<file path="src/rtl/cla_pkg.sv">
// cla_pkg: shared types and elaboration helpers for the pipelined
// carry-lookahead adder.
//   op_t      - ADD / SUB operation select
//   ngroups() - number of lookahead groups for a WIDTH/GROUP pair
//   width_ok()- legal-configuration check used at elaboration
package cla_pkg;

   typedef enum logic {
      ADD = 1'b0,
      SUB = 1'b1
   } op_t;

   function automatic int ngroups(input int width, input int group);
      return width / group;
   endfunction

   // The second level needs at least two groups so that the group carry
   // chain has an interior link; WIDTH must split evenly into groups.
   function automatic bit width_ok(input int width, input int group);
      return (group > 0) && (width % group == 0) && (width / group >= 2);
   endfunction

endpackage

</file>
<file path="src/rtl/cla_group.sv">
// cla_group: generalised N-bit carry-lookahead unit.
//   g, p : per-position generate / propagate (active-high)
//   cin  : carry into position 0
//   c    : c[i] = carry out of position i
//   gg   : group generate (carry out with cin=0)
//   gp   : group propagate (all positions propagate)
// Used both per bit-group and as the second level across groups.
module cla_group #(
   parameter int N = 4
) (
   input  logic [N-1:0] g,
   input  logic [N-1:0] p,
   input  logic         cin,
   output logic [N-1:0] c,
   output logic         gg,
   output logic         gp
);

   // Flat sum-of-products lookahead for the carry out of position msb:
   // g[msb] | p[msb]g[msb-1] | ... | p[msb..0]cin.
   function automatic logic lookahead(input logic [N-1:0] gv,
                                      input logic [N-1:0] pv,
                                      input logic         ci,
                                      input int           msb);
      logic acc;
      logic pp;
      acc = 1'b0;
      pp  = 1'b1;
      for (int j = N - 1; j >= 0; j--) begin
         if (j <= msb) begin
            acc = acc | (pp & gv[j]);
            pp  = pp & pv[j];
         end
      end
      return acc | (pp & ci);
   endfunction

   for (genvar i = 0; i < N; i++) begin : g_carry
      assign c[i] = lookahead(g, p, cin, i);
   end

   assign gg = lookahead(g, p, 1'b0, N - 1);
   assign gp = &p;

endmodule

</file>
<file path="src/rtl/cla_pipe_adder.sv">
// cla_pipe_adder: two-stage pipelined carry-lookahead adder/subtractor with
// valid/ready handshake and a carry link register for multi-word chains.
//   clk, reset          - clock, synchronous active-high reset
//   in_valid/in_ready   - operation handshake into stage 1
//   a, b, op            - operands and ADD/SUB select
//   chain_in            - take carry-in from the link register
//   chain_out           - write this op's carry-out into the link register
//   out_valid/out_ready - result handshake out of stage 2
//   sum, cout, ovf, zero- registered result and flags
//   link                - current link register value
module cla_pipe_adder
   import cla_pkg::*;
#(
   parameter int WIDTH = 36,
   parameter int GROUP = 4
) (
   input  logic             clk,
   input  logic             reset,
   input  logic             in_valid,
   output logic             in_ready,
   input  logic [WIDTH-1:0] a,
   input  logic [WIDTH-1:0] b,
   input  op_t              op,
   input  logic             chain_in,
   input  logic             chain_out,
   output logic             out_valid,
   input  logic             out_ready,
   output logic [WIDTH-1:0] sum,
   output logic             cout,
   output logic             ovf,
   output logic             zero,
   output logic             link
);

   localparam int NG     = ngroups(WIDTH, GROUP);
   localparam int STAGES = 2;

   if (!width_ok(WIDTH, GROUP)) begin : g_bad_cfg
      $error("cla_pipe_adder: WIDTH must be a multiple of GROUP with at least two groups");
   end

   typedef struct packed {
      logic [WIDTH-1:0] a;
      logic [WIDTH-1:0] b;          // already inverted for SUB
      op_t              op;
      logic             chain_in;
      logic             chain_out;
      logic [NG-1:0]    gg;
      logic [NG-1:0]    gp;
   } s1_t;

   typedef struct packed {
      logic [WIDTH-1:0] sum;
      logic             cout;
      logic             ovf;
      logic             zero;
   } s2_t;

   localparam s2_t S2_RST = '{sum: '0, cout: 1'b0, ovf: 1'b0, zero: 1'b1};

   logic [STAGES:1] vld_pipe;
   s1_t             s1_d, s1_q;
   s2_t             s2_d, s2_q;
   logic            link_q;
   logic            accept, s1_adv;
   logic [WIDTH-1:0] beff;

   // ---------------------------------------------------------------- S1
   // Group generate/propagate from the raw operands; inclusive propagate
   // (a|b) is enough for carries, the sum XOR is rebuilt in S2.
   function automatic logic [1:0] grp_gp(input logic [GROUP-1:0] av,
                                         input logic [GROUP-1:0] bv);
      logic gacc;
      logic pacc;
      gacc = 1'b0;
      pacc = 1'b1;
      for (int k = 0; k < GROUP; k++) begin
         gacc = (av[k] & bv[k]) | ((av[k] | bv[k]) & gacc);
         pacc = pacc & (av[k] | bv[k]);
      end
      return {gacc, pacc};
   endfunction

   assign beff = (op == SUB) ? ~b : b;

   always_comb begin
      s1_d           = '0;
      s1_d.a         = a;
      s1_d.b         = beff;
      s1_d.op        = op;
      s1_d.chain_in  = chain_in;
      s1_d.chain_out = chain_out;
      for (int j = 0; j < NG; j++) begin
         {s1_d.gg[j], s1_d.gp[j]} = grp_gp(a[j*GROUP +: GROUP], beff[j*GROUP +: GROUP]);
      end
   end

   // ---------------------------------------------------------------- S2
   logic             cin2;
   logic [NG-1:0]    gc;
   logic [NG-1:0]    cchain;
   logic [WIDTH-1:0] bg, bp, bc, cbit;
   logic             lvl2_gg_unused, lvl2_gp_unused;
   logic [NG-1:0]    grp_gg_unused, grp_gp_unused;

   // Link is already updated by a chained predecessor: it left S1 at least
   // one edge before this op can.
   assign cin2   = s1_q.chain_in ? link_q : (s1_q.op == SUB);
   assign bg     = s1_q.a & s1_q.b;
   assign bp     = s1_q.a | s1_q.b;
   assign cchain = {gc[NG-2:0], cin2};   // carry into each group
   assign cbit   = {bc[WIDTH-2:0], cin2}; // carry into each bit

   cla_group #(.N(NG)) u_lvl2 (
      .g   (s1_q.gg),
      .p   (s1_q.gp),
      .cin (cin2),
      .c   (gc),
      .gg  (lvl2_gg_unused),
      .gp  (lvl2_gp_unused)
   );

   for (genvar j = 0; j < NG; j++) begin : g_grp
      cla_group #(.N(GROUP)) u_grp (
         .g   (bg[j*GROUP +: GROUP]),
         .p   (bp[j*GROUP +: GROUP]),
         .cin (cchain[j]),
         .c   (bc[j*GROUP +: GROUP]),
         .gg  (grp_gg_unused[j]),
         .gp  (grp_gp_unused[j])
      );
   end

   always_comb begin
      s2_d      = S2_RST;
      s2_d.sum  = s1_q.a ^ s1_q.b ^ cbit;
      s2_d.cout = gc[NG-1];
      s2_d.ovf  = cbit[WIDTH-1] ^ bc[WIDTH-1];
      s2_d.zero = ~|s2_d.sum;
   end

   // --------------------------------------------------------- handshake
   assign s1_adv   = vld_pipe[1] & (~vld_pipe[2] | out_ready);
   assign in_ready = ~vld_pipe[1] | s1_adv;
   assign accept   = in_valid & in_ready;

   always_ff @(posedge clk) begin
      if (reset) begin
         vld_pipe <= '0;
         s1_q     <= '0;
         s2_q     <= S2_RST;
         link_q   <= 1'b0;
      end else begin
         if (accept) s1_q <= s1_d;
         if (s1_adv) begin
            s2_q <= s2_d;
            if (s1_q.chain_out) link_q <= s2_d.cout;
         end
         vld_pipe[1] <= accept | (vld_pipe[1] & ~s1_adv);
         vld_pipe[2] <= s1_adv | (vld_pipe[2] & ~out_ready);
      end
   end

   assign out_valid = vld_pipe[2];
   assign sum       = s2_q.sum;
   assign cout      = s2_q.cout;
   assign ovf       = s2_q.ovf;
   assign zero      = s2_q.zero;
   assign link      = link_q;

endmodule

</file>
<file path="config.mk">
export PLATFORM = sky130hd
export DESIGN_NAME = cla_pipe_adder
export DESIGN_NICKNAME = d
export VERILOG_FILES = /design/src/rtl/cla_pkg.sv /design/src/rtl/cla_group.sv /design/src/rtl/cla_pipe_adder.sv
export SDC_FILE = /design/constraint.sdc
export NUM_CORES = 1
export LEC_CHECK = 0
export CORE_ASPECT_RATIO = 2
export CORE_MARGIN = 2
export CORE_UTILIZATION = 30
export DETAILED_ROUTE_END_ITERATION = 10
export PLACE_DENSITY = 0.51
export SETUP_SLACK_MARGIN = 0.15
export SYNTH_ARGS = -nofsm -noshare
export SYNTH_HDL_FRONTEND = slang
export SYNTH_SLANG_ARGS = --single-unit
</file>
<file path="constraint.sdc">
create_clock -name clk -period 2.8 [get_ports clk]
set_input_delay 0.56 -clock clk [delete_from_list [all_inputs] [get_ports clk]]
set_output_delay 0.56 -clock clk [all_outputs]
set_load 0.02 [all_outputs]
</file>
==> impl_metrics.ini, run 1 <==
[outcome]
outcome = finished clean

[die]
die_height_um = 248
die_area_mm2 = 0.0313
start_util_pct = 30.4
die_w_um = 126
io_pins = 121
coreArea_mm2 = 0.0294
rows = 89

[worst_hold_path]
hp-start = sum[7]$_SDFFE_PP0P_
hold_class = reg -> reg
min_path_cells = 2
worstHoldEndpoint = sum[7]$_SDFFE_PP0P_

[grt]
grt_max_degree = 63
grt_pass1_wl_um = 45300
global_route.overflow_total = 0
grt_usage_pct = 18.7
grt_pass1_vias = 8965
antenna_found_initial = 0

[critical_path]
endpoint_kind = flop
worstPathRequired_ns = 3.14
startpoint_type = flop
rr_startpoint = s1_q[19]$_SDFFE_PP0P_
critPathMostFrequentCell = buf_4
arrival_ns = 2.94
critPathMaxFanout = 12
r2r_end = zero$_SDFFE_PP1P_
path_cells = mux2i_2 -> buf_4 -> o21ai_1 -> buf_12 -> a211oi_2 -> mux2_2 -> o21ai_0 -> nor4_1 -> buf_4 -> nand4_1 -> nand2_1
r2r_cells = 11
r2r_setup_slack_ns = 0.20
crit_slowest_cell = mux2_2
slowest_delay_ns = 0.41
path_class = reg -> reg

[drt]
ant_nets = 0
wl_per_cell_um = 17.0
vias_per_cell = 5.10
routed_wl_um = 29100
drtPass1Iterations = 4
drc = 0
drtIter0Drc = 379
vias = 8747

[synth]
avgSynthCellArea_um2 = 7.59
synth_warnings = 0
ys_ff_latch = 135
async_flop_share_pct = 0
synth.cell_area_mm2 = 0.00894
syn-instance-count = 1178
synth_nets = 1330
synth_flop_cell = dfxtp_1
seq_area_frac_synth_pct = 30.2
synth_edf_count = 0
synthDistinctLibCells = 68

[layout]
drive_gt1_share_pct = 11.0
multi_input_area_mm2 = 0.00571
fin_cells = 1715
nets = 1490
fill_cells = 3071
ff_latch_area_mm2 = 0.00271
antennaDiodeCount = 0
final_util_pct = 40.0
area_growth_pct = 31.5

[clock_network]
cts_tree = done
cts_max_path_buffers = 2
clkLatencyLatePin_ns = 0.45
root_buffer = clkbuf_16
path_clk_slew_ns = 0.06
htree_levels = 4
clkSinkCount = 135
hold_buffers = 0
cts_buffers = 17

[power]
power.density_mw_per_mm2 = 520
finalPower_uw = 6110
p_leak_uw = 0.00479
ir_drop_mv = 0.413

[sta]
tightest_slew_ns = 0.583
setup_violations = 0
hold_viol_final = 0
clock.fmax_ghz = 0.385
period_share_pct = 92.9
fin_hold_ws_ns = 0.455
rsz0062_at_grt = true
slew_headroom_pct = 60.1
worst_clock_skew_ns = 0.00660
fin_ws_ns = 0.199
fin_crit_ns = 2.60
slew_violations = 0

[placed_design]
io_buffer_count = 120
place_inst = 1681
place_ws_ns = -0.246
place_congestion = 0.840
dp_hpwl_um = 23100

[job]
maxCapViolCount = 0
final cells by class:
class / instances / area share (%)
repair buffers: 197 / 15.7
flip-flops and latches: 135 / 23.0
clock inverters: 7 / 0.766
clock buffers: 25 / 4.38
well taps: 364 / 3.87
inverters: 115 / 3.67
multi-input cells: 872 / 48.6
critical path, delay by kind of cell, from the launching register on:
kind,cells,cell delay (ns)
AOI/OAI and AO/OA,3,0.78
buffers and inverters,3,0.50
DFF,1,0.34
and+or+nand+nor,3,0.21
muxes,2,0.65
where the power goes:
part           leakage (µW)  internal (µW)  switching (µW)  total [µW]
Sequential          0.00111           2060             109        2160
Combinational       0.00338            735             880        1610
Clock              0.000295           1450             885        2330
metal layers:
metal	share of wire (%)	track usage, %
met5	0	0
met4	4.3	10.6
met3	2.4	2.86
met2	59	38.7
met1	35	16.6
registers in the layout (all words and copies together), names as in the netlist:
register  count
s1_q         93
vld_pipe      2
zero          1
cout          1
link          1
sum          36
ovf           1
synthesized netlist by cell type, drive strengths merged (3+ instances only):
library cell / count / area share, %
or2: 4 / 0.28
o21ai: 15 / 0.84
and3: 11 / 0.77
o31a: 3 / 0.29
nor3b: 10 / 0.84
nand2: 142 / 6.0
xor2: 45 / 4.4
o21bai: 3 / 0.25
nor2: 151 / 6.3
buf: 14 / 0.77
a221o: 11 / 1.2
nor2b: 20 / 1.4
nand4: 9 / 0.63
nand3: 27 / 1.5
a21oi: 104 / 5.8
clkbuf: 42 / 1.8
nor3: 27 / 1.5
nor4b: 3 / 0.29
a2111oi: 15 / 1.8
or3: 4 / 0.28
a21o: 8 / 0.67
o211ai: 3 / 0.25
a211o: 4 / 0.39
nand3b: 4 / 0.34
nand2b: 8 / 0.56
inv: 115 / 4.8
ha: 72 / 10
a221oi: 4 / 0.46
and2: 4 / 0.28
mux2: 3 / 0.38
dfxtp: 135 / 30
o22ai: 11 / 0.77
mux2i: 5 / 0.60
maj3: 25 / 2.8
nor4: 12 / 0.84
xnor2: 6 / 0.59
a211oi: 62 / 5.3
a31oi: 6 / 0.42
o21a: 4 / 0.34
per-stage QoR:
step | area (µm²) | TNS, ns
final | 11800 | 0
after global routing | 11800 | 0
after CTS | 11600 | 0
after detailed placement | 11000 | -0.246
after global placement | 11000 | -0.196
after floorplan | 8940 | 0
cell families after synthesis:
logic type	count (synthesis)	synth area share, %
multiplexers	8	0.979
adder cells (fa/ha/maj)	98	13.1
buffers and inverters	171	7.36
AND/OR/NAND/NOR	444	22.6
XOR/XNOR	51	4.99
AO/OA/AOI/OAI	271	20.7
flip-flops	135	30.2
how the worst max path moves through the flow:
stage                           from                end  slack [ns]  depth (start not counted)
3_5_place_dp   s1_q[64]$_SDFFE_PP0P_  zero$_SDFFE_PP1P_       -0.25                         10
2_1_floorplan  s1_q[19]$_SDFFE_PP0P_  zero$_SDFFE_PP1P_        0.21                         12
6_report       s1_q[19]$_SDFFE_PP0P_  zero$_SDFFE_PP1P_        0.20                         11
5_1_grt        s1_q[57]$_SDFFE_PP0P_  zero$_SDFFE_PP1P_        0.03                         10
3_3_place_gp   s1_q[64]$_SDFFE_PP0P_  zero$_SDFFE_PP1P_       -0.20                         10
4_1_cts        s1_q[29]$_SDFFE_PP0P_  zero$_SDFFE_PP1P_        0.17                         11
cells in the final DEF (no fill, tap or decap), types with 8 or more instances in the layout:
cell,Yosys,layout
clkbuf_16,0,17
a221o_1,11,11
dfxtp_1,135,132
nand2_1,142,141
inv_1,114,114
nand3_1,27,27
o22ai_1,11,11
nor4_1,12,11
ha_1,72,70
a211oi_1,60,58
nand4_1,9,9
nor3_1,27,27
clkdlybuf4s50_1,0,118
xor2_1,45,45
maj3_1,25,25
a21oi_1,104,104
o21ai_0,14,14
nor2_1,151,150
nor3b_1,10,9
a21o_1,8,8
nor2b_1,20,19
buf_4,0,73
and3_1,11,11
what timing repair did:
item,in CTS,in global routing
setup endpoints to repair,1,1
pin swaps,1,7
endpoints found under the hold margin,0,0
gates resized for setup,7,17
cloned,0,0
setup buffers,0,2
Note: power is estimated with default switching activity, not from simulation.
==> run 2: changes to the inputs <==
HOLD_SLACK_MARGIN = 0.08   (was unset)
clock period = 3 ns   (was 2.8 ns; I/O delays follow)
==> run 2 against run 1 <==
Maximum frequency is 3.9% lower. Worst hold slack worse by 0.00070 ns. Largest cell class unchanged. Highest routed layer unchanged. Sequential share of layout area rose by 0.37 points. Total power fell by 6.0%. Clock power shrank 3%. Via count down 0.40%. Global-route usage shrank 0.20 points. Final cell count fell by 1.1%. Critical path depth increased by 1. Sequential power decreased by 6%.
==> impl_metrics.ini, run 2 (same netlist as run 1, synthesis figures left out) <==
[critical_path]
arrival_ns = 3.11
startpoint = s1_q[19]$_SDFFE_PP0P_
worstPathRequired_ns = 3.40
endpoint_kind = flop
startpoint_type = flop
rr_startpoint = s1_q[19]$_SDFFE_PP0P_
path_class = reg -> reg
critPathMaxFanout = 12

[sta]
hold_viol_final = 0
slew_headroom_pct = 39.1
tightest_slew_ns = 0.890
clock.fmax_ghz = 0.370
slew_violations = 0
worst_clock_skew_ns = 0.0111
setup_violations = 0
rsz0062_at_grt = false
fin_crit_ns = 2.71
period_share_pct = 90.2

[die]
start_util_pct = 30.4
die_w_um = 126
die_height_um = 248
io_pins = 121
rows = 89
die_area_mm2 = 0.0313
coreArea_mm2 = 0.0294

[power]
p_leak_uw = 0.00468
power.density_mw_per_mm2 = 497
ir_drop_mv = 0.448

[drt]
drtIter0Drc = 306
vias = 8712
drc = 0
ant_nets = 0
routed_wl_um = 28800
drtPass1Iterations = 4
vias_per_cell = 5.14
wl_per_cell_um = 17.0

[clock_network]
root_buffer = clkbuf_16
htree_levels = 4
cts_buffers = 17
cts_tree = done
path_clk_slew_ns = 0.06
clkLatencyLatePin_ns = 0.46
cts_max_path_buffers = 2
clkSinkCount = 135
hold_buffers = 0

[placed_design]
dp_hpwl_um = 22500
placed_cell_area_mm2 = 0.0109
place_congestion = 0.838
io_buffer_count = 120

[layout]
final_cell_area_mm2 = 0.0116
fill_cells = 3159
antennaDiodeCount = 0
drive_gt1_share_pct = 8.93
final_util_pct = 39.3
regMostFlops = s1_q
area_growth_pct = 29.2
layout_commonest_cell = nor2_1
nets = 1471
largest_reg_flops = 93
layout_common_cells = nor2_1 (151), nand2_1 (141), dfxtp_1 (134)

[job]
maxCapViolCount = 0

[grt]
grt_max_degree = 62
grt_usage_pct = 18.5
grt_pass1_vias = 8823
grt_pass1_wl_um = 44800
global_route.overflow_total = 0
antenna_found_initial = 0

[outcome]
outcome = finished clean

[worst_hold_path]
hold_class = reg -> reg
hp-start = sum[7]$_SDFFE_PP0P_
==> run 2: timing repair <==
action / in CTS / in global routing
pin swaps: 1 / 2
setup endpoints to repair: 1 / 1
resized for setup: 4 / 5
buffers inserted: 2 / 1
==> run 2: final timing paths <==
kind | endpoint | slack [ns] | cells after the start
setup / recovery | zero$_SDFFE_PP1P_ | 0.29 | 12
hold reg to reg | sum[7]$_SDFFE_PP0P_ | 0.45 | 2
hold / removal | sum[7]$_SDFFE_PP0P_ | 0.45 | 2
setup reg to reg | zero$_SDFFE_PP1P_ | 0.29 | 12
==> run 2: layout make-up <==
| class | instances | area, µm² | share of cell area [%] |
|---|---|---|---|
| multi-input cells | 872 | 5630 | 48.7 |
| flip-flops and latches | 135 | 2700 | 23.4 |
| repair buffers | 178 | 1710 | 14.8 |
| clock buffers | 22 | 484 | 4.19 |
| well taps | 364 | 455 | 3.94 |
| inverters | 115 | 434 | 3.76 |
| clock inverters | 10 | 144 | 1.24 |
==> run 2: report_power, final <==
group | switching [µW] | internal, µW
combinational | 803 | 658
sequential | 101 | 1920
clock | 869 | 1400
==> run 2: routing by layer <==
layer | up-vias | track usage (%) | part of all wire [%]
met5 | - | 0 | 0
met4 | 0 | 9.79 | 4.1
met3 | 58 | 3.22 | 2.7
met2 | 139 | 38.2 | 58
met1 | 4158 | 16.6 | 35
li1 | 4357 | - | -
==> run 2: critical path, stage by stage, from the launching register on <==
cell       delay (ns)
dfxtp_2          0.36
mux2i_4          0.33
buf_4            0.18
o21ai_1          0.07
buf_4            0.19
a2111oi_2        0.43
xor2_1           0.18
buf_4            0.15
nand2_1          0.06
nor4_2           0.36
buf_4            0.17
nand4_1          0.08
nand2_1          0.07
==> run 2: metrics by stage <==
step	TNS (ns)	hold WS, ns	cells	total power, µW	setup slack, ns
4_1_cts	0	0.459	1695	5810	0.164
2_1_floorplan	0	0.447	1178	2900	0.387
3_3_place_gp	-0.0125	0.448	1661	3490	-0.0125
3_5_place_dp	-0.0453	0.450	1661	3510	-0.0453
6_report	0	0.454	1696	5740	0.294
5_1_grt	0	0.473	1696	6030	0.168
